File: config.mk
export PLATFORM = sky130hd
export DESIGN_NAME = eim_mac_pe
export DESIGN_NICKNAME = d
export VERILOG_FILES = /design/src/rtl/eim_mac_pe.sv
export SDC_FILE = /design/constraint.sdc
export NUM_CORES = 1
export LEC_CHECK = 0
export ABC_AREA = 1
export CAP_MARGIN = 20
export CORE_ASPECT_RATIO = 1.2
export CORE_MARGIN = 4
export CORE_UTILIZATION = 46
export CTS_BUF_LIST = sky130_fd_sc_hd__clkbuf_4 sky130_fd_sc_hd__clkbuf_8 sky130_fd_sc_hd__clkbuf_16
export CTS_CLUSTER_SIZE = 25
export DETAILED_ROUTE_END_ITERATION = 10
export PLACE_DENSITY = 0.7
export SLEW_MARGIN = 30
export SYNTH_ARGS = -nofsm -noshare
export SYNTH_HDL_FRONTEND = slang
export SYNTH_SLANG_ARGS = --single-unit
File: constraint.sdc
create_clock -name i_clk -period 4.1 [get_ports i_clk]
set_clock_uncertainty 0.2 [all_clocks]
set_input_delay 1.025 -clock i_clk [delete_from_list [all_inputs] [get_ports i_clk]]
set_output_delay 1.025 -clock i_clk [all_outputs]
set_load 0.1 [all_outputs]
File: src/rtl/eim_mac_pe.sv
// -----------------------------------------------------------------------------
// eim_mac_pe -- systolic MAC processing element built around the EIM multiplier
//
// Purpose:
//   Registers an activation/weight pair and forwards it east/south, multiplies
//   the registered pair in an EIM core, pipelines the product and accumulates
//   it into an output-stationary accumulator. The result is drained through a
//   valid/ready handshake once the pipeline is empty.
//
// Build option:
//   MAC_SAT_EN  defined   -> accumulator clamps to all-ones on overflow
//               undefined -> accumulator wraps modulo 2^ACC_W
//   Both builds set the sticky o_ovf flag on a carry out of ACC_W.
//
// Ports:
//   i_clk, i_rst_n           clock (rising edge), async active-low reset
//   i_a_in / i_b_in          activation (west) / weight (north)
//   i_in_valid / o_in_ready  operand handshake
//   o_a_out / o_b_out        registered operands to east / south neighbours
//   o_fwd_valid              o_a_out/o_b_out valid (one cycle per accept)
//   i_acc_clr                synchronous accumulator/counter/ovf clear
//   i_drain                  request the result once the pipeline empties
//   o_acc_out / o_acc_valid  accumulated result, held until i_acc_ready
//   i_acc_ready              downstream consumes the result
//   o_mac_cnt                products accumulated since last clear (saturating)
//   o_ovf                    sticky overflow flag since last clear
// -----------------------------------------------------------------------------

// EIM multiplier core: combinational unsigned product of the two operands.
module eim #(
  parameter int DW = 8,
  parameter int WW = 8
) (
  input  logic [DW-1:0]    i_a,
  input  logic [WW-1:0]    i_b,
  output logic [DW+WW-1:0] o_r
);
  assign o_r = (DW+WW)'(i_a) * (DW+WW)'(i_b);
endmodule

module eim_mac_pe #(
  parameter int DW    = 8,
  parameter int WW    = 8,
  parameter int ACC_W = 32,
  parameter int CNT_W = 16
) (
  input  logic             i_clk,
  input  logic             i_rst_n,
  input  logic [DW-1:0]    i_a_in,
  input  logic [WW-1:0]    i_b_in,
  input  logic             i_in_valid,
  output logic             o_in_ready,
  output logic [DW-1:0]    o_a_out,
  output logic [WW-1:0]    o_b_out,
  output logic             o_fwd_valid,
  input  logic             i_acc_clr,
  input  logic             i_drain,
  output logic [ACC_W-1:0] o_acc_out,
  output logic             o_acc_valid,
  input  logic             i_acc_ready,
  output logic [CNT_W-1:0] o_mac_cnt,
  output logic             o_ovf
);

  typedef enum logic [0:0] {S_ACC = 1'b0, S_DRAIN = 1'b1} state_t;

  state_t             r_state;
  state_t             w_state_nxt;
  logic               r_live;        // low only until the first edge after reset
  logic               r_drain_pend;
  logic [DW-1:0]      r_a;
  logic [WW-1:0]      r_b;
  logic               r_fwd_valid;
  logic [DW+WW-1:0]   r_p;
  logic               r_p_valid;
  logic [ACC_W-1:0]   r_acc;
  logic [CNT_W-1:0]   r_cnt;
  logic               r_ovf;

  logic               w_in_ready;
  logic               w_acc_valid;
  logic               w_accept;
  logic               w_done;
  logic [DW+WW-1:0]   w_r;
  logic [ACC_W:0]     w_sum;
  logic [ACC_W-1:0]   w_acc_add;
  logic               w_ovf_add;
  logic [CNT_W-1:0]   w_cnt_inc;

  eim #(.DW(DW), .WW(WW)) u_eim (
    .i_a (r_a),
    .i_b (r_b),
    .o_r (w_r)
  );

  assign w_accept = i_in_valid && w_in_ready;
  assign w_done   = w_acc_valid && i_acc_ready;

  // FSM state register.
  always_ff @(posedge i_clk or negedge i_rst_n) begin
    if (!i_rst_n) begin
      r_state <= S_ACC;
    end else begin
      r_state <= w_state_nxt;
    end
  end

  // FSM next state: a drain request (registered or arriving now) waits until
  // no operand is being accepted and both pipeline stages are empty.
  always_comb begin
    w_state_nxt = r_state;
    case (r_state)
      S_ACC: begin
        if ((r_drain_pend || i_drain) && !r_fwd_valid && !r_p_valid && !w_accept) begin
          w_state_nxt = S_DRAIN;
        end else begin
          w_state_nxt = S_ACC;
        end
      end
      S_DRAIN: begin
        if (i_acc_ready) begin
          w_state_nxt = S_ACC;
        end else begin
          w_state_nxt = S_DRAIN;
        end
      end
      default: w_state_nxt = S_ACC;
    endcase
  end

  // FSM outputs: operand acceptance and result-valid.
  always_comb begin
    w_in_ready  = 1'b0;
    w_acc_valid = 1'b0;
    case (r_state)
      S_ACC: begin
        w_in_ready  = r_live && !r_drain_pend;
        w_acc_valid = 1'b0;
      end
      S_DRAIN: begin
        w_in_ready  = 1'b0;
        w_acc_valid = 1'b1;
      end
      default: begin
        w_in_ready  = 1'b0;
        w_acc_valid = 1'b0;
      end
    endcase
  end

  // Post-reset enable and drain-request bookkeeping.
  always_ff @(posedge i_clk or negedge i_rst_n) begin
    if (!i_rst_n) begin
      r_live       <= 1'b0;
      r_drain_pend <= 1'b0;
    end else begin
      r_live <= 1'b1;
      if (w_done) begin
        r_drain_pend <= 1'b0;
      end else if (r_state == S_ACC && i_drain) begin
        r_drain_pend <= 1'b1;
      end
    end
  end

  // Stage 1: capture operands; forwarded outputs hold when nothing is accepted.
  always_ff @(posedge i_clk or negedge i_rst_n) begin
    if (!i_rst_n) begin
      r_a         <= {DW{1'b0}};
      r_b         <= {WW{1'b0}};
      r_fwd_valid <= 1'b0;
    end else begin
      if (w_accept) begin
        r_a <= i_a_in;
        r_b <= i_b_in;
      end
      r_fwd_valid <= w_accept;
    end
  end

  // Stage 2: register the EIM product.
  always_ff @(posedge i_clk or negedge i_rst_n) begin
    if (!i_rst_n) begin
      r_p       <= {(DW+WW){1'b0}};
      r_p_valid <= 1'b0;
    end else begin
      if (r_fwd_valid) begin
        r_p <= w_r;
      end
      r_p_valid <= r_fwd_valid;
    end
  end

  // Accumulate path: one extra bit captures the carry out of ACC_W.
  always_comb begin
    w_sum     = {1'b0, r_acc} + (ACC_W+1)'(r_p);
    w_ovf_add = r_ovf | w_sum[ACC_W];
`ifdef MAC_SAT_EN
    // Once clamped the accumulator stays at all-ones until cleared.
    if (w_sum[ACC_W] || r_ovf) begin
      w_acc_add = {ACC_W{1'b1}};
    end else begin
      w_acc_add = w_sum[ACC_W-1:0];
    end
`else
    w_acc_add = w_sum[ACC_W-1:0];
`endif
    if (r_cnt == {CNT_W{1'b1}}) begin
      w_cnt_inc = r_cnt;
    end else begin
      w_cnt_inc = r_cnt + CNT_W'(1'b1);
    end
  end

  // Stage 3: accumulator, counter and sticky overflow. A clear that coincides
  // with a product loads that product so the product is not lost.
  always_ff @(posedge i_clk or negedge i_rst_n) begin
    if (!i_rst_n) begin
      r_acc <= {ACC_W{1'b0}};
      r_cnt <= {CNT_W{1'b0}};
      r_ovf <= 1'b0;
    end else begin
      if (w_done) begin
        r_acc <= {ACC_W{1'b0}};
        r_cnt <= {CNT_W{1'b0}};
        r_ovf <= 1'b0;
      end else if (r_state == S_ACC && i_acc_clr) begin
        if (r_p_valid) begin
          r_acc <= ACC_W'(r_p);
          r_cnt <= CNT_W'(1'b1);
        end else begin
          r_acc <= {ACC_W{1'b0}};
          r_cnt <= {CNT_W{1'b0}};
        end
        r_ovf <= 1'b0;
      end else if (r_p_valid) begin
        r_acc <= w_acc_add;
        r_cnt <= w_cnt_inc;
        r_ovf <= w_ovf_add;
      end
    end
  end

  assign o_in_ready  = w_in_ready;
  assign o_a_out     = r_a;
  assign o_b_out     = r_b;
  assign o_fwd_valid = r_fwd_valid;
  assign o_acc_out   = r_acc;
  assign o_acc_valid = w_acc_valid;
  assign o_mac_cnt   = r_cnt;
  assign o_ovf       = r_ovf;

endmodule

==> metrics.txt, run 1 <==
FP Rows 50; Synth top cells by count nand2_1, inv_1, dfrtp_1, nor2_1, nand3_1; Final WS setup -0.00472 ns; Area Growth Syn to Fin 29.6%; Root Buffer clkbuf_16; Clk Latency, worst-skew pair 0.35 ns; Setup crit start kind flop; DR vias/cell 5.06; max-slew violations 0; vias in the first global route about 7,000; die footprint 18,400 um2; Reg-to-Reg Start o_b_out[3]; Clock transition at path regs about 0.07 ns; Worst Setup SP o_b_out[3]; FMAX between 200 and 250 MHz; PortBufs 89; # DRC 0; core box area about 16,000 um2; FF/Latch Area roughly 2200 um2; critical path endpoint r_p[10]; max incr delay on CP 0.55 ns; r2r setup slk -0.005 ns; GRT Total Usage 0.221; die width 124 um; most common cell in the netlist nand2_1; RSZ-0062 raised after global routing true; global-route wire length before repair between 30 and 40 mm; syn nets between 1,000 and 1,500; Synth cell types 46; TritonCTS clock tree yes; Final Cell Area 9690 um2; detailed placement HPWL between 15 and 20 mm; area share of the largest cell type after synthesis 0.288; Worst Path Buf+Inv 3; Final Hold Fails 0; CTS max path bufs 2; PD cells approximately 960 nW/um2; CTS H-Tree Depth 3; Final Cycle Share 1.00; Seq cells post-synth 86; Detail Route Antenna Nets 0; synthesized instance count 1,077; ys async rst share 1.00; layout cell share with drive strength beyond 1 0.173; top cells by area, synth dfrtp_1, nand2_1, fa_1; RR Endpoint r_p[10]; WP depth 15; Hold Path Class reg2reg; final setup fails 1; Post-synth EDFFs 0; Final GP Congestion 0.945; Max-cap violations 0; Crit path top cell by count fa_1; cell taking the most area after synthesis dfrtp_1; drt pass-1 iters 6; Worst Max-Slew Pin Slew ~1 ns; initial antenna violation count 0; initial core utilization 0.474; Sink Count between 80 and 90; Syn. warnings 0; Main synth FF type dfrtp_1; Worst setup EP type flop; register area share after synthesis 0.288; Worst Setup Path Type reg2reg; vias between 7,000 and 8,000; Post-Syn Area 7470 um2; minimum clock period about 4.1 ns; FILL cells between 1,000 and 1,500; violated checks setup timing; Pleak roughly 0.0052 uW; dpl cell area approximately 9000 um2; fin nets ~1,300; Num CTS Buffers 9; Critical Path RT between 4 and 5 ns; Multi-input gate area just under 5000 um2; CP Cell Sequence nand2_4, fa_1, fa_1, inv_2, fa_1, inv_2, fa_1, inv_2, ha_4, nand2_2, nor2_2, a21o_1, or2_4, nand3_2, o21ai_1; setup TNS -0.00472 ns; cell class contributing the biggest share of worst-path delay adder cells; status complete, but fails checks; final wirelength between 20 and 25 mm; Ant. Diodes 0; Rel. slew slack 0.345; crit path DAT roughly 4.1 ns; initial drt markers 362; Hold Path Origin o_ovf; Congestion Overflow GR 0; CP max FO 7; Slowest-stage cell, CP fa_1; pin count of the biggest net entering global routing 55; Max IR drop VDD 0.814 mV; Avg Inst Size Synth 6.94 um2; die height roughly 150 um; worst r2r path cells 15; drt wl/cell about 14 um; I/O Pins 90
## registers in the layout (all words and copies together), names as in the netlist
name          flops
r_p_valid         1
r_state           1
o_mac_cnt        16
o_ovf             1
o_b_out           8
o_fwd_valid       1
r_p              16
o_a_out           8
r_live            1
r_drain_pend      1
o_acc_out        32
## tightest hold or removal path, stage by stage (launching register included)
cell	delay, ns
dfrtp_1	0.35
nand2_1	0.05
nand2_1	0.06
## cells in the final DEF (no fill, tap or decap), types with 5 or more instances in the layout
master	count
nand2_1	335
inv_1	176
nor2_1	80
buf_4	78
dfrtp_1	72
clkdlybuf4s50_1	70
nand3_1	60
ha_1	42
fa_1	32
a21oi_1	30
o21ai_0	28
nand2_2	19
inv_2	14
nand4_1	14
nor3_1	14
dfrtp_4	14
ha_4	10
clkbuf_16	9
o211ai_1	8
nand3_2	8
o21ai_1	7
xor2_1	6
nand2_4	5
nor2_2	5
fa_2	5
## power by group
part	internal [uW]	total, uW	switching (uW)
Clock	609	984	375
Combinational	2840	6920	4080
Sequential	1070	1350	272
## area by class of cell
type | instances | area share
Inverter | 192 | 0.0744
Timing Repair Buffer | 152 | 0.137
Sequential cell | 86 | 0.228
Clock inverter | 6 | 0.0121
Multi-Input combinational cell | 768 | 0.498
Tap cell | 208 | 0.0269
Clock buffer | 10 | 0.0240
## what timing repair did
action / in CTS / in global routing
buffers inserted: 9 / 3
resized for setup: 23 / 46
hold buffers: 0 / 0
endpoints found under the setup margin: 9 / 10
pin swaps: 25 / 28
## stage by stage
stage	instances	setup slack, ns	hold slack (ns)	util	power, uW
after floorplan	1077	-0.357	0.268	-	5490
after CTS	1419	0.00471	0.300	0.602	8730
after detailed placement	1394	-0.225	0.284	0.569	7260
after global placement	1394	-0.194	0.274	0.569	7190
final	1422	-0.00472	0.290	0.615	9250
after global routing	1422	-0.139	0.350	0.615	9960
## per-layer routing
| layer | track usage | share of wire | wire [um] | vias to the layer above |
|---|---|---|---|---|
| li1 | - | - | - | 3616 |
| met1 | 0.264 | 0.42 | 8420 | 3385 |
| met2 | 0.401 | 0.52 | 10600 | 161 |
| met3 | 0.0286 | 0.032 | 647 | 40 |
| met4 | 0.0916 | 0.028 | 558 | 0 |
| met5 | 0 | 0 | 0 | - |
## kinds of logic (layout without fill, tap and decap cells)
family / count (synthesis) / count (layout) / share of synthesized area
and+or+nand+nor: 565 / 565 / 0.320
buffers and inverters: 223 / 360 / 0.115
AOI/OAI and AO/OA: 103 / 103 / 0.0775
adders and majority gates: 90 / 90 / 0.188
DFF: 86 / 86 / 0.288
xor gates and xnor gates: 9 / 9 / 0.0105
other: 1 / 1 / 0.000502
## worst min-delay path by stage
stage | end | slack (ns) | cells after the start
6_report | o_ovf | 0.29 | 2
3_3_place_gp | o_ovf | 0.27 | 2
2_1_floorplan | r_p[2] | 0.27 | 2
3_5_place_dp | o_ovf | 0.28 | 2
5_1_grt | o_acc_out[9] | 0.35 | 2
4_1_cts | o_ovf | 0.30 | 2
Power figures use the tool's default switching activity.
==> run 2: changes to the inputs <==
SYNTH_HIERARCHICAL = 1   (was unset)
==> run 2 against run 1 <==
The flow now finishes without violations. Flip-flop and latch count unchanged. Die area increased by 4.1%. Area after synthesis increased by 4.3%. Non-clock buffer count decreased by 39. Via count decreased by 0.83%. Worst setup slack improved by 0.13 ns. Routed wire length decreased by 3.1%. Largest cell class unchanged. Largest power group unchanged.
==> metrics.txt, run 2 <==
core box area 16,500 um2; status finished clean; combinational family with the most area after synthesis simple AND/OR/NAND/NOR gates; final setup fails 0; Post-synth EDFFs 0; Clock transition at path regs roughly 0.07 ns; fin nets 1,337; Area Growth Syn to Fin 21.7%; worst hold margin about 0.32 ns; pin count of the biggest net entering global routing 49; Sink Count 86; Synth top cells by count nand2_1, inv_1, dfrtp_1, nor2_1, nand3_1; GRT Total Usage 0.201; die footprint approximately 19,000 um2; cell taking the most area after synthesis dfrtp_1; Syn. warnings 6; initial core utilization 0.474; ys async rst share 1.00; Crit path top cell by count nand2_2; Critical Path RT around 4.1 ns; PortBufs 89; register area share after synthesis 0.276; FP Rows 51; syn nets between 1,000 and 1,500; Final Cycle Share 0.971; commonest non-fill, non-tap cells in the layout nand2_1, inv_1, clkdlybuf4s50_1, dfrtp_1, nor2_1; Simple-Gate Fraction of Synth Area 0.322; Rel. slew slack 0.349; Multi-input gate area a little under 5000 um2; FILL cells 1,545; Root Buffer clkbuf_16; Synth cell types between 40 and 50; CP Cell Sequence nand2_2, inv_2, fa_1, inv_1, fa_1, inv_1, fa_1, inv_1, fa_1, inv_2, ha_4, nand2_2, nand2_2, nand2_2, nand2_2, inv_1, nand2_1, xor2_1, nand2_1, o21ai_1; drt pass-1 iters 5; Clk Latency, worst-skew pair approximately 0.35 ns; Placed Cells approximately 1,400; die height between 150 and 200 um; Congestion Overflow GR 0; Hold-fix buffers, CTS 0; Final GP Congestion about 0.9; max-slew violations 0; vias in the first global route 6,694; Avg Inst Size Synth 6.88 um2; cell class contributing the biggest share of worst-path delay adder cells; Max-cap violations 0; CTS max path bufs 2; Worst Setup Path Type reg2reg; drt wl/cell roughly 14 um; max incr delay on CP approximately 0.53 ns; area share of the largest cell type after synthesis 0.276; Seq cells post-synth 86; Detail Route Antenna Nets 0; combinational share of power 0.727; top cells by area, synth dfrtp_1, nand2_1, inv_1; Num CTS Buffers 9; Post-Synth XOR/XNOR Area 0.0191; TritonCTS clock tree yes; Seq pwr share 0.172; die width about 130 um; PD cells 846 nW/um2; Worst Path Buf+Inv 6; crit path DAT 4.01 ns; # DRC 0; Setup crit start kind flop; max reg flops 32; multiplexer area fraction after synthesis 0.00289; Final Hold Fails 0; Worst Max-Slew Pin Slew approximately 1 ns; Pleak roughly 0.0052 uW; P_sw 4420 uW; CP max FO 6; most common cell in the netlist nand2_1; Ant. Diodes 0; final wirelength between 15 and 20 mm; Slowest-stage cell, CP fa_1; P_int about 3600 uW; Post-Syn Area around 7800 um2; RSZ-0062 raised after global routing true; vias between 7,000 and 8,000; Main synth FF type dfrtp_1; Synth Area in Adders 0.180; minimum clock period between 3 and 4 ns; Sw Share 0.551; CTS H-Tree Depth 3; post-synthesis compound-gate area fraction 0.0712; Hold Path Class reg2reg; fin cells ~1,400; detailed placement HPWL roughly 15 mm; FMAX around 250 MHz; DR vias/cell about 5.0; Max IR drop VDD about 0.6 mV; initial drt markers 339; global-route wire length before repair 31.7 mm; I/O Pins 90; initial antenna violation count 0; layout cell share with drive strength beyond 1 0.133; Worst setup EP type flop; most common cell after layout, fill and taps aside nand2_1; Clock power frac 0.101; synthesized instance count about 1,100; FF/Latch Area approximately 2200 um2
-- run 2: cell count changes in the layout (fill, tap and decap cells not counted), moves of 5 or more --
cell,change
buf_4,-41
a21oi_1,+16
nor2_1,-12
nand2_1,+26
inv_1,+34
o211ai_1,-8
nor3_1,+5
xor2_1,+9
o21ai_2,+5
nand3_2,+5
ha_1,+5
-- run 2: worst paths after layout --
check	startpoint	end	slack [ns]	depth (start not counted)
setup / recovery	o_b_out[4]	r_p[10]	0.12	20
hold / removal	o_acc_out[15]	o_acc_out[15]	0.32	2
setup reg to reg	o_b_out[4]	r_p[10]	0.12	20
hold reg to reg	o_acc_out[15]	o_acc_out[15]	0.32	2
max in group asynchronous	i_rst_n	o_acc_out[2]	2.55	2
min in group asynchronous	i_rst_n	o_acc_out[12]	0.51	1
-- run 2: power by group through the flow --
stage / Clock [uW] / Combinational, uW / Sequential (uW)
after floorplan: 0 / 3610 / 2070
after global placement: 0 / 5110 / 1420
after detailed placement: 0 / 5190 / 1430
after CTS: 828 / 5240 / 1420
after global routing: 861 / 6470 / 1410
final: 809 / 5840 / 1380
-- run 2: metal layers --
layer,track usage,vias to the layer above,share of wire
met5,0,-,0
met4,0.0494,0,0.010
met3,0.0295,16,0.037
met2,0.359,162,0.51
met1,0.257,3311,0.45
li1,-,3653,-
-- run 2: logic make-up (layout without fill, tap and decap cells) --
kind of cell | Yosys count | count (layout)
and+or+nand+nor | 580 | 580
buffers and inverters | 258 | 354
AOI/OAI and AO/OA | 100 | 100
adders and majority gates | 90 | 90
DFF | 86 | 86
xor gates and xnor gates | 17 | 17
muxes | 2 | 2
other | 1 | 1
-- run 2: worst register-to-register path: cells and delay by family (launching register included) --
family | cells | cell delay, ns
xor gates and xnor gates | 1 | 0.15
adders and majority gates | 5 | 2.22
and+or+nand+nor | 7 | 0.45
buffers and inverters | 6 | 0.29
AOI/OAI and AO/OA | 1 | 0.05
DFF | 1 | 0.51
-- run 2: layout make-up --
cell class | count | share of cell area
timing repair buffer | 113 | 0.110
inverter | 225 | 0.0894
sequential | 86 | 0.232
clock buffer | 12 | 0.0268
multi-input combinational | 790 | 0.510
clock inverter | 4 | 0.00330
tap | 212 | 0.0280
-- run 2: stage by stage --
| step | util | total power [uW] | setup TNS (ns) | setup WS [ns] | cell area (um2) |
|---|---|---|---|---|---|
| after global routing | 0.576 | 8740 | -0.460 | -0.119 | 9490 |
| final | 0.576 | 8030 | 0 | 0.121 | 9490 |
| after CTS | 0.559 | 7490 | 0 | 0.0454 | 9210 |
| after detailed placement | 0.542 | 6620 | 0 | 0.0593 | 8920 |
| after global placement | 0.542 | 6530 | 0 | 0.114 | 8920 |
| after floorplan | - | 5680 | -0.168 | -0.0542 | 8010 |
-- run 2: repair_timing --
action / in CTS / in global routing
setup buffers: 0 / 19
gates resized for setup: 0 / 44
setup endpoints to repair: 0 / 8
